**src/rtl/pll_1_if.sv**
```systemverilog
// pll_1_if: side-band bundle between the pll_1 divider/lock block and its consumer.
//   pll_pwd  : synchronous active-high power-down request (consumer -> pll_1)
//   clkout0  : divided output clock, registered (pll_1 -> consumer)
//   pll_lock : sticky lock indicator, registered (pll_1 -> consumer)
// The master modport is the pll_1 side; the slave modport is the consumer side.
interface pll_1_if;
    logic pll_pwd;
    logic clkout0;
    logic pll_lock;

    modport master (
        input  pll_pwd,
        output clkout0,
        output pll_lock
    );

    modport slave (
        output pll_pwd,
        input  clkout0,
        input  pll_lock
    );
endinterface

```
**src/rtl/pll_1.sv**
```systemverilog
// pll_1: behavioural PLL stand-in built from a clock divider and a lock timer.
// Parameters:
//   ODIV0       : divide ratio clkin1 -> clkout0, legal 2..1024
//   LOCK_CYCLES : clkin1 rising edges after reset release until pll_lock, legal 1..65535
// Ports:
//   clkin1      : reference clock, all state on its rising edge
//   pll_rst     : synchronous active-high reset
//   bus.pll_pwd : synchronous active-high power-down, same effect as pll_rst
//   bus.clkout0 : divided clock, high for floor(ODIV0/2) of every ODIV0 cycles
//   bus.pll_lock: goes high on the LOCK_CYCLES-th edge after release, sticky until reset
module pll_1 #(
    parameter int unsigned ODIV0       = 4,
    parameter int unsigned LOCK_CYCLES = 64
) (
    input  logic     clkin1,
    input  logic     pll_rst,
    pll_1_if.master  bus
);
    localparam int unsigned    DivW     = (ODIV0 > 1) ? $clog2(ODIV0) : 1;
    localparam logic [DivW-1:0] DivLast = DivW'(ODIV0 - 1);
    localparam logic [DivW-1:0] DivHalf = DivW'(ODIV0 / 2);
    localparam logic [DivW-1:0] DivOne  = DivW'(1);
    localparam logic [15:0]     LockTgt = 16'(LOCK_CYCLES);

    logic            rst;
    logic [DivW-1:0] div_cnt_q, div_cnt_d;
    logic [15:0]     lock_cnt_q, lock_cnt_d;
    logic            clkout0_q, clkout0_d;
    logic            pll_lock_q, pll_lock_d;

    assign rst = pll_rst | bus.pll_pwd;

    always_comb begin
        div_cnt_d  = (div_cnt_q == DivLast) ? '0 : div_cnt_q + DivOne;
        // Counter is 0 on the first edge after release, so clkout0 rises there.
        clkout0_d  = (div_cnt_q < DivHalf);
        lock_cnt_d = (lock_cnt_q == LockTgt) ? lock_cnt_q : lock_cnt_q + 16'd1;
        // Compare against the incremented count so lock lands on the
        // LOCK_CYCLES-th edge itself; once set it only clears on reset.
        pll_lock_d = pll_lock_q | (lock_cnt_d == LockTgt);
    end

    always_ff @(posedge clkin1) begin
        if (rst) begin
            div_cnt_q  <= '0;
            lock_cnt_q <= '0;
            clkout0_q  <= 1'b0;
            pll_lock_q <= 1'b0;
        end else begin
            div_cnt_q  <= div_cnt_d;
            lock_cnt_q <= lock_cnt_d;
            clkout0_q  <= clkout0_d;
            pll_lock_q <= pll_lock_d;
        end
    end

    assign bus.clkout0  = clkout0_q;
    assign bus.pll_lock = pll_lock_q;
endmodule

```
**src/flat_wrapper.sv**
```systemverilog
// flat-port wrapper written by rule: the top's interface ports become plain ports
module pll_1_flat 
#(
    parameter int unsigned ODIV0       = 4,
    parameter int unsigned LOCK_CYCLES = 64
)
  (clkin1, pll_rst, bus_pll_pwd, bus_clkout0, bus_pll_lock);
  pll_1_if bus_i ();
  input  logic clkin1;
  input  logic pll_rst;
  input wire logic [$bits(bus_i.pll_pwd)-1:0] bus_pll_pwd;
  output wire logic [$bits(bus_i.clkout0)-1:0] bus_clkout0;
  output wire logic [$bits(bus_i.pll_lock)-1:0] bus_pll_lock;
  assign bus_i.pll_pwd = bus_pll_pwd;
  assign bus_clkout0 = bus_i.clkout0;
  assign bus_pll_lock = bus_i.pll_lock;
  pll_1 #(.ODIV0(ODIV0), .LOCK_CYCLES(LOCK_CYCLES)) u_core (.clkin1(clkin1), .pll_rst(pll_rst), .bus(bus_i));
endmodule
```
**config.mk**
```make
export PLATFORM = sky130hd
export DESIGN_NAME = pll_1_flat
export DESIGN_NICKNAME = d
export VERILOG_FILES = /design/src/rtl/pll_1_if.sv /design/src/rtl/pll_1.sv /design/src/flat_wrapper.sv
export SDC_FILE = /design/constraint.sdc
export NUM_CORES = 1
export LEC_CHECK = 0
export ABC_AREA = 1
export BUFFER_PORTS_ARGS = -buffer_cell sky130_fd_sc_hd__buf_2
export CORE_MARGIN = 3
export CORE_UTILIZATION = 40
export CTS_CLUSTER_DIAMETER = 80
export DETAILED_ROUTE_END_ITERATION = 10
export SLEW_MARGIN = 20
export SYNTH_ARGS = -nofsm -noshare
export SYNTH_HDL_FRONTEND = slang
export SYNTH_SLANG_ARGS = --single-unit
export TNS_END_PERCENT = 100
```
**constraint.sdc**
```tcl
create_clock -name clkin1 -period 3.3 [get_ports clkin1]
set_clock_uncertainty 0.05 [all_clocks]
set_input_delay 0.33 -clock clkin1 [delete_from_list [all_inputs] [get_ports clkin1]]
set_output_delay 0.33 -clock clkin1 [all_outputs]
set_load 0.005 [all_outputs]
```
==> impl_metrics.json, run 1 <==
{
  "finalCritPeriodShare_pct": 55.2,
  "seq_power_share_pct": 52.9,
  "worstHoldStart": "u_core.div_cnt_q[0]",
  "ctsResizeCount": 0,
  "cp_cell_sequence": "ha_1 -> nand3_2 -> nor2_4 -> nand3_1 -> nand2_1 -> nand2_1 -> nor2_1 -> nand2_1 -> nor2_1 -> nand2_1 -> a21oi_2",
  "finalHoldViolCount": 0,
  "grt_pass1_wl_um": 3970,
  "num_vias": 1037,
  "critPathArrivalTime_ns": 2.02,
  "num_rows": 18,
  "final_common_cell": "nand2_1",
  "drcViolationCount": 0,
  "cp_max_fo": 9,
  "hold_class": "flop to flop",
  "syn_nets": 179,
  "finalCriticalPeriod_ns": 1.82,
  "layout-drive-gt1-share_pct": 12.3,
  "clock_latency_ns": 0.31,
  "irDropWorstVdd_mv": 0.288,
  "final_nets": 186,
  "timing.fmax_mhz": 549,
  "p_sw_uw": 93.7,
  "routedWlPerCell_um": 11.1,
  "num_io_pins": 5,
  "power.share.clock_pct": 43.9,
  "netSwitchingFraction_pct": 20.1,
  "dr.pass1.iters": 4,
  "cts_inserted_buffers": 3,
  "postLayoutCellArea_um2": 1240,
  "grt_max_degree": 21,
  "finalSetupTns_ns": 0,
  "intPower_uw": 373,
  "critPathLaunchType": "flop",
  "n_antenna_cell": 0,
  "dp_hpwl_um": 1770,
  "cts_setup_buffers": 0,
  "syn_to_final_growth_pct": 8.99,
  "slowest_delay_ns": 0.41,
  "grt_pass1_vias": 927,
  "yosysTopAreaCell": "dfxtp_1",
  "crit_slowest_cell": "dfxtp_1",
  "synth_top_area_share_pct": 35.1,
  "vias_per_cell": 4.96,
  "critPathLaunch": "u_core.lock_cnt_q[1]",
  "power_density_nw_per_um2": 375,
  "power.share.combinational_pct": 3.3,
  "syn_inst": 173,
  "seq_area_frac_synth_pct": 35.1,
  "final_cell_mix": "nand2_1, nor2_1, inv_1, dfxtp_1, nand3_1",
  "max_cap_violations": 0,
  "synth.top_cells.by_area": "dfxtp_1, nand2_1, nor2_1, inv_1, nand3_1",
  "cts_tree": "yes",
  "placed_cells": 205,
  "clk_path_buf_depth": 2,
  "final.fill_count": 246,
  "leakage_nw": 0.509,
  "fp.dieW_um": 59.4,
  "status": "finished, final reports clean",
  "ys_ff_latch": 20,
  "antenna_found_initial": 0,
  "cts_sinks": 20,
  "avgSynthCellArea_um2": 6.60,
  "start_util_pct": 44.1,
  "worstMarginPinSlew_ns": 0.396,
  "synth_area_um2": 1140,
  "dieArea_um2": 3530,
  "rr_startpoint": "u_core.lock_cnt_q[1]",
  "yosysUniqueCellTypes": 21,
  "rsz0062_at_grt": "false",
  "die_h_um": 59.4,
  "htree_levels": 1,
  "power_uw": 466,
  "globalplace.congestion": 0.830,
  "fin_cells": 209,
  "holdWs_ns": 0.387,
  "clk_pin_slew_ns": 0.12,
  "worst_path_most_repeated_cell": "nand2_1",
  "grt_overflow_total": 0,
  "cp.required_ns": 3.50,
  "routed_wl_um": 2330,
  "rrSetupSlack_ns": 1.48,
  "critPathCaptureType": "flop",
  "worstSetupPathType": "flop to flop",
  "grt_usage_pct": 15.2,
  "finalSetupViolations": 0,
  "hold_buffers": 0,
  "portBuffers": 4,
  "final_antenna_net_count": 0,
  "dpl-instance-area_um2": 1190,
  "max_slew_margin_pct": 73.6,
  "finalMaxSlewViolations": 0,
  "coreArea_um2": 2590,
  "ctsRootBufferMaster": "clkbuf_4",
  "yosysWarningCount": 0,
  "drt_iter0_markers": 31
}
==> flip-flops by register name, indices dropped and copies added (netlist names) <==
signal	cells
u_core.lock_cnt_q	16
u_core.div_cnt_q	2
u_core.bus.clkout0	1
u_core.bus.pll_lock	1
==> power by group through the flow <==
stage          sequential, mW  combinational (mW)  clock (mW)
6_report                0.247              0.0152       0.205
4_1_cts                 0.247              0.0155       0.207
3_3_place_gp            0.252              0.0149           0
3_5_place_dp            0.252              0.0154           0
5_1_grt                 0.247              0.0181       0.215
2_1_floorplan           0.252              0.0112           0
==> final timing paths <==
kind,to,depth (start not counted)
min reg2reg,u_core.div_cnt_q[0],1
max,u_core.bus.pll_lock,11
min,u_core.div_cnt_q[0],1
max reg2reg,u_core.bus.pll_lock,11
==> final cells by class <==
cell class,count,area (um^2),share of cell area (%)
inverters,20,75.1,6.04
repair buffers,4,20.0,1.61
well taps,30,37.5,3.02
multi-input cells,131,658,52.9
clock buffers,3,22.5,1.81
clock inverters,1,30.0,2.41
flip-flops and latches,20,400,32.2
==> cells by family (layout without fill, tap and decap cells) <==
logic type / count (synthesis) / in the layout / share of synthesized area, %
AOI/OAI and AO/OA: 12 / 12 / 6.25
xor gates and xnor gates: 6 / 6 / 4.61
adders and majority gates: 3 / 3 / 3.29
buffers and inverters: 22 / 28 / 7.24
DFF: 20 / 20 / 35.1
and+or+nand+nor: 110 / 110 / 43.5
==> per-layer routing <==
metal / track usage [%] / wire length, um / vias to the layer above
met5: 0 / 0 / -
met2: 23.9 / 1050 / 16
met4: 8.74 / 53 / 0
li1: - / - / 552
met3: 2.61 / 69 / 4
met1: 19.5 / 1150 / 465
==> cell usage after synthesis <==
library cell,instances
nand2_1,41
nor2_1,39
dfxtp_1,20
inv_1,20
nand3_1,10
a21oi_1,9
nand4_1,5
xor2_1,5
nand2_2,4
ha_1,3
nor2_4,3
clkbuf_1,2
nand3b_1,2
nor2_2,2
o21ai_2,2
a21oi_2,1
nand3_2,1
nor3_1,1
nor3b_1,1
or2_2,1
xnor2_1,1
==> metrics by stage <==
step | setup WS [ns] | utilization [%]
CTS | 1.49 | 48.0
detailed placement | 1.53 | 46.0
global route | 1.30 | 48.0
global placement | 1.58 | 46.0
finish | 1.48 | 48.0
floorplan | 1.77 | -
==> critical path, delay by kind of cell, from the launching register on <==
family	cells	cell delay (ns)
AND/OR/NAND/NOR	9	0.93
flip-flops	1	0.41
adder cells (fa/ha/maj)	1	0.26
AO/OA/AOI/OAI	1	0.11
Power figures use the tool's default switching activity.
==> run 2, diff against run 1 <==
ABC_AREA = 0   (was 1)
clock period = 1.9 ns   (was 3.3 ns; I/O delays follow)
==> impl_metrics.json, run 2 <==
{
  "status": "finished, final reports clean",
  "fin_cells": 159,
  "finalMaxSlewViolations": 0,
  "start_util_pct": 44.5,
  "timing.fmax_mhz": 575,
  "worstSetupPathType": "flop to flop",
  "ctsRootBufferMaster": "clkbuf_4",
  "yosys-top-cells-count": "dfxtp_1, nor2_1, xnor2_1",
  "ys.flop_type": "dfxtp_1",
  "syn_nets": 128,
  "fp.dieW_um": 56.8,
  "critPathCaptureType": "flop",
  "max_slew_margin_pct": 75.8,
  "clock_latency_ns": 0.30,
  "synth_edf_count": 0,
  "finalHoldViolCount": 0,
  "htree_levels": 1,
  "cp_max_fo": 7,
  "grt_pass1_wl_um": 3410,
  "finalSetupTns_ns": 0,
  "yosysTopAreaCell": "dfxtp_1",
  "finalCriticalPeriod_ns": 1.74,
  "syn_to_final_growth_pct": 14.2,
  "placed_cells": 155,
  "grt_max_degree": 19,
  "synth_most_common_cell": "dfxtp_1",
  "cts_tree": "yes",
  "rrSetupSlack_ns": 0.16,
  "final_nets": 138,
  "final_antenna_net_count": 0,
  "largest_register": "u_core.lock_cnt_q",
  "clk_path_buf_depth": 2,
  "syn_inst": 122,
  "irDropWorstVdd_mv": 0.362,
  "synth_area_um2": 1030,
  "async_flop_share_pct": 0,
  "rr_startpoint": "u_core.lock_cnt_q[1]",
  "crit_slowest_cell": "dfxtp_1",
  "cts_sinks": 20,
  "synth.top_cells.by_area": "dfxtp_1, xnor2_1, nor2_1, ha_1, nand3_1",
  "multi_input_area_um2": 613,
  "cp.required_ns": 2.08,
  "rr_worst_depth": 6,
  "worstHoldStart": "pll_rst",
  "num_vias": 854,
  "die_h_um": 56.8,
  "coreArea_um2": 2320,
  "max_cap_violations": 0,
  "grt_overflow_total": 0,
  "worstMarginPinSlew_ns": 0.354,
  "routedWlPerCell_um": 12.5,
  "yosysUniqueCellTypes": 35,
  "cts_inserted_buffers": 3,
  "dp_hpwl_um": 1470,
  "holdWs_ns": 0.123,
  "critPathArrivalTime_ns": 1.92,
  "final.fill_count": 225,
  "critPathLaunchType": "flop",
  "grt_usage_pct": 13.4,
  "yosysWarningCount": 0,
  "globalplace.congestion": 0.853,
  "finalSetupViolations": 0,
  "dr.pass1.iters": 4,
  "layout-drive-gt1-share_pct": 19.1,
  "power_density_nw_per_um2": 594,
  "leakage_nw": 0.429,
  "largest_reg_flops": 16,
  "register_area_um2": 402,
  "ys_ff_latch": 20,
  "finalCritPeriodShare_pct": 91.5,
  "power_uw": 700,
  "dieArea_um2": 3220,
  "final_cell_mix": "nor2_1, dfxtp_1, xnor2_1",
  "holdPathEnd": "u_core.bus.pll_lock",
  "rsz0062_at_grt": "false",
  "clk_pin_slew_ns": 0.11,
  "drt_iter0_markers": 22,
  "seq_area_frac_synth_pct": 38.8,
  "antenna_found_initial": 0,
  "hold_class": "primary input to flop",
  "portBuffers": 4,
  "synth_top_area_share_pct": 38.8,
  "reg_top3": "u_core.lock_cnt_q (16), u_core.div_cnt_q (2)",
  "num_rows": 17,
  "vias_per_cell": 5.37,
  "avgSynthCellArea_um2": 8.45,
  "cts_setup_buffers": 0,
  "routed_wl_um": 1980,
  "holdPathStages": 4,
  "grt_pass1_vias": 771,
  "slowest_delay_ns": 0.43,
  "drcViolationCount": 0,
  "num_io_pins": 5,
  "reg2reg_to": "u_core.bus.pll_lock",
  "n_antenna_cell": 0,
  "cp_cell_sequence": "ha_4 -> nand3_2 -> or3_1 -> a21oi_2 -> o2111ai_1 -> o31ai_2"
}
[run 2: changes by cell type after synthesis, moves of 4 or more]
cell and change:
inv_1 -15, nand2_2 -4, a21oi_1 -7, xnor2_1 +10, o21ai_0 +4, nor3_1 +4
nand2_1 -34, nor2_1 -20
[run 2: critical path, delay by kind of cell (launching register included)]
kind	cells	cell delay, ns
compound gates	3	0.48
fa+ha+maj	1	0.19
flops	1	0.43
simple gates	2	0.53
[run 2: worst max-delay path by stage]
| stage | from | end | slack [ns] |
|---|---|---|---|
| final | u_core.lock_cnt_q[1] | u_core.bus.pll_lock | 0.16 |
| after global routing | u_core.lock_cnt_q[6] | u_core.bus.pll_lock | 0.03 |
| after CTS | u_core.lock_cnt_q[0] | u_core.bus.pll_lock | 0.06 |
| after detailed placement | u_core.lock_cnt_q[0] | u_core.bus.pll_lock | 0.07 |
| after global placement | u_core.lock_cnt_q[0] | u_core.bus.pll_lock | 0.16 |
| after floorplan | u_core.lock_cnt_q[0] | u_core.bus.pll_lock | 0.20 |
[run 2: cell families after synthesis]
logic type / share of synthesized area (%)
AO/OA/AOI/OAI: 9.59
buffers and inverters: 4.37
XOR/XNOR: 11.9
multiplexers: 0.971
flip-flops: 38.8
AND/OR/NAND/NOR: 30.7
adder cells (fa/ha/maj): 3.64
[run 2: area by class of cell]
cell class | count | area share, %
tap | 28 | 2.98
multi-input combinational | 91 | 52.1
timing repair buffer | 11 | 6.16
sequential | 20 | 34.1
inverter | 5 | 1.59
clock buffer | 4 | 3.08
[run 2: what timing repair did]
item                       in CTS  in global routing
resized for setup               0                  5
setup endpoints to repair       0                  1
hold buffers                    0                  0
[run 2: layer usage]
| metal | global-route usage (%) | part of all wire [%] |
|---|---|---|
| met3 | 3.45 | 5.0 |
| met5 | 0 | 0 |
| met4 | 5.96 | 1.1 |
| met2 | 19.1 | 44 |
| met1 | 18.6 | 50 |
[run 2: metrics by stage]
step                setup WS, ns  util (%)  area, um^2
global route              0.0287      50.8        1180
global placement           0.157      48.0        1110
finish                     0.161      50.8        1180
detailed placement        0.0695      48.0        1110
floorplan                  0.197         -        1030
CTS                       0.0616      49.5        1150
[run 2: power breakdown]
part / switching [mW] / internal, mW / total [mW]
registers: 0.00461 / 0.425 / 0.429
logic: 0.0153 / 0.0129 / 0.0282
clock network: 0.125 / 0.117 / 0.242
==> run 3, diff against run 2 <==
clock period = 1.5 ns   (was 1.9 ns; I/O delays follow)
==> impl_metrics.json, run 3 (synthesis gave the netlist of run 2 again) <==
{
  "fin_cells": 177,
  "dieArea_um2": 3220,
  "cts_tree": "yes",
  "drt_iter0_markers": 21,
  "cts_sinks": 20,
  "status": "complete, but fails checks",
  "finalCritPeriodShare_pct": 109,
  "grt_overflow_total": 0,
  "die_h_um": 56.8,
  "critPathArrivalTime_ns": 1.81,
  "finalSetupTns_ns": -0.320,
  "final_cell_mix": "buf_4, nor2_1, dfxtp_1, xnor2_1, nand2_1",
  "syn_to_final_growth_pct": 40.3,
  "grt_pass1_wl_um": 3680,
  "largest_register": "u_core.lock_cnt_q",
  "holdPathStages": 4,
  "finalCriticalPeriod_ns": 1.63,
  "portBuffers": 4,
  "final_common_cell": "buf_4",
  "antenna_found_initial": 0,
  "timing.fmax_mhz": 614,
  "start_util_pct": 44.5,
  "finalHoldViolCount": 0,
  "num_rows": 17,
  "grt_max_degree": 18,
  "n_antenna_cell": 0,
  "routed_wl_um": 2330,
  "clk_pin_slew_ns": 0.12,
  "dr.pass1.iters": 4,
  "cts_inserted_buffers": 3,
  "worstMarginPinSlew_ns": 0.358,
  "irDropWorstVdd_mv": 0.424,
  "ctsRootBufferMaster": "clkbuf_4",
  "critPathCaptureType": "flop",
  "hold_class": "primary input to flop",
  "cp_max_fo": 7,
  "drcViolationCount": 0,
  "placed_cells": 170,
  "max_cap_violations": 0,
  "grt_pass1_vias": 826,
  "largest_reg_flops": 16,
  "htree_levels": 1,
  "rsz0062_at_grt": "true",
  "reg_top3": "u_core.lock_cnt_q (16), u_core.div_cnt_q (2)",
  "final_antenna_net_count": 0,
  "setup_ws_ns": -0.130,
  "vias_per_cell": 5.24,
  "worstSetupPathType": "flop to flop",
  "routedWlPerCell_um": 13.2,
  "grt_usage_pct": 14.2,
  "num_io_pins": 5,
  "clock_latency_ns": 0.30,
  "finalMaxSlewViolations": 0,
  "max_slew_margin_pct": 75.9,
  "violations": "setup timing",
  "final_nets": 156,
  "num_vias": 927,
  "globalplace.congestion": 0.778,
  "clk_path_buf_depth": 2,
  "critPathLaunchType": "flop",
  "finalSetupViolations": 4,
  "dp_hpwl_um": 1670,
  "power_density_nw_per_um2": 664,
  "fp.dieW_um": 56.8,
  "cp.required_ns": 1.68,
  "leakage_nw": 0.544,
  "coreArea_um2": 2320,
  "rr_worst_depth": 6,
  "layout-drive-gt1-share_pct": 43.0
}
run 3: changes by cell type in the layout (fill, tap and decap cells not counted), sizes merged:
cell  delta
buf     +18
run 3: power breakdown:
part / internal [mW] / switching, mW / total, mW
combinational: 0.0245 / 0.0243 / 0.0488
clock: 0.203 / 0.171 / 0.374
sequential: 0.532 / 0.00590 / 0.538
total: 0.760 / 0.201 / 0.961
run 3: final cells by class:
cell class                 instances  area, um^2
multi-input combinational         91         703
timing repair buffer              29         219
tap                               28        35.0
fill                             189         872
inverter                           5        18.8
sequential                        20         423
clock buffer                       4        47.5
run 3: per-stage QoR:
stage	setup WS [ns]	util [%]	hold slack [ns]	power (mW)	area, um^2
2_1_floorplan	-0.0266	-	0.291	0.580	1070
3_3_place_gp	-0.141	54.7	0.361	0.596	1270
3_5_place_dp	-0.150	54.7	0.366	0.598	1270
4_1_cts	-0.128	57.7	0.0844	0.978	1340
5_1_grt	-0.228	62.4	0.0841	1.01	1450
6_report	-0.130	62.4	0.0901	0.961	1450
run 3: final timing paths:
kind	from	endpoint	slack [ns]
setup / recovery	u_core.lock_cnt_q[1]	u_core.bus.pll_lock	-0.13
hold / removal	pll_rst	u_core.bus.pll_lock	0.09
setup reg to reg	u_core.lock_cnt_q[1]	u_core.bus.pll_lock	-0.13
hold reg to reg	u_core.div_cnt_q[0]	u_core.div_cnt_q[0]	0.38
run 3: metal layers:
metal	global-route usage, %	share of wire (%)	vias up
li1	-	-	482
met1	19.8	47	432
met2	23.3	49	9
met3	2.07	2.0	4
met4	2.98	2.1	0
met5	0	0	-
run 3: timing repair:
action,4_1_cts,5_1_grt
hold buffers,0,0
setup buffers,0,3
pin swaps,0,5
endpoints found under the setup margin,4,8
resized for setup,7,21
run 3: critical path, stage by stage, from the launching register on:
cell	delay, ns
dfxtp_4	0.39
ha_4	0.16
nand3_4	0.12
or3_4	0.40
a21oi_4	0.14
o2111ai_2	0.12
o31ai_2	0.18
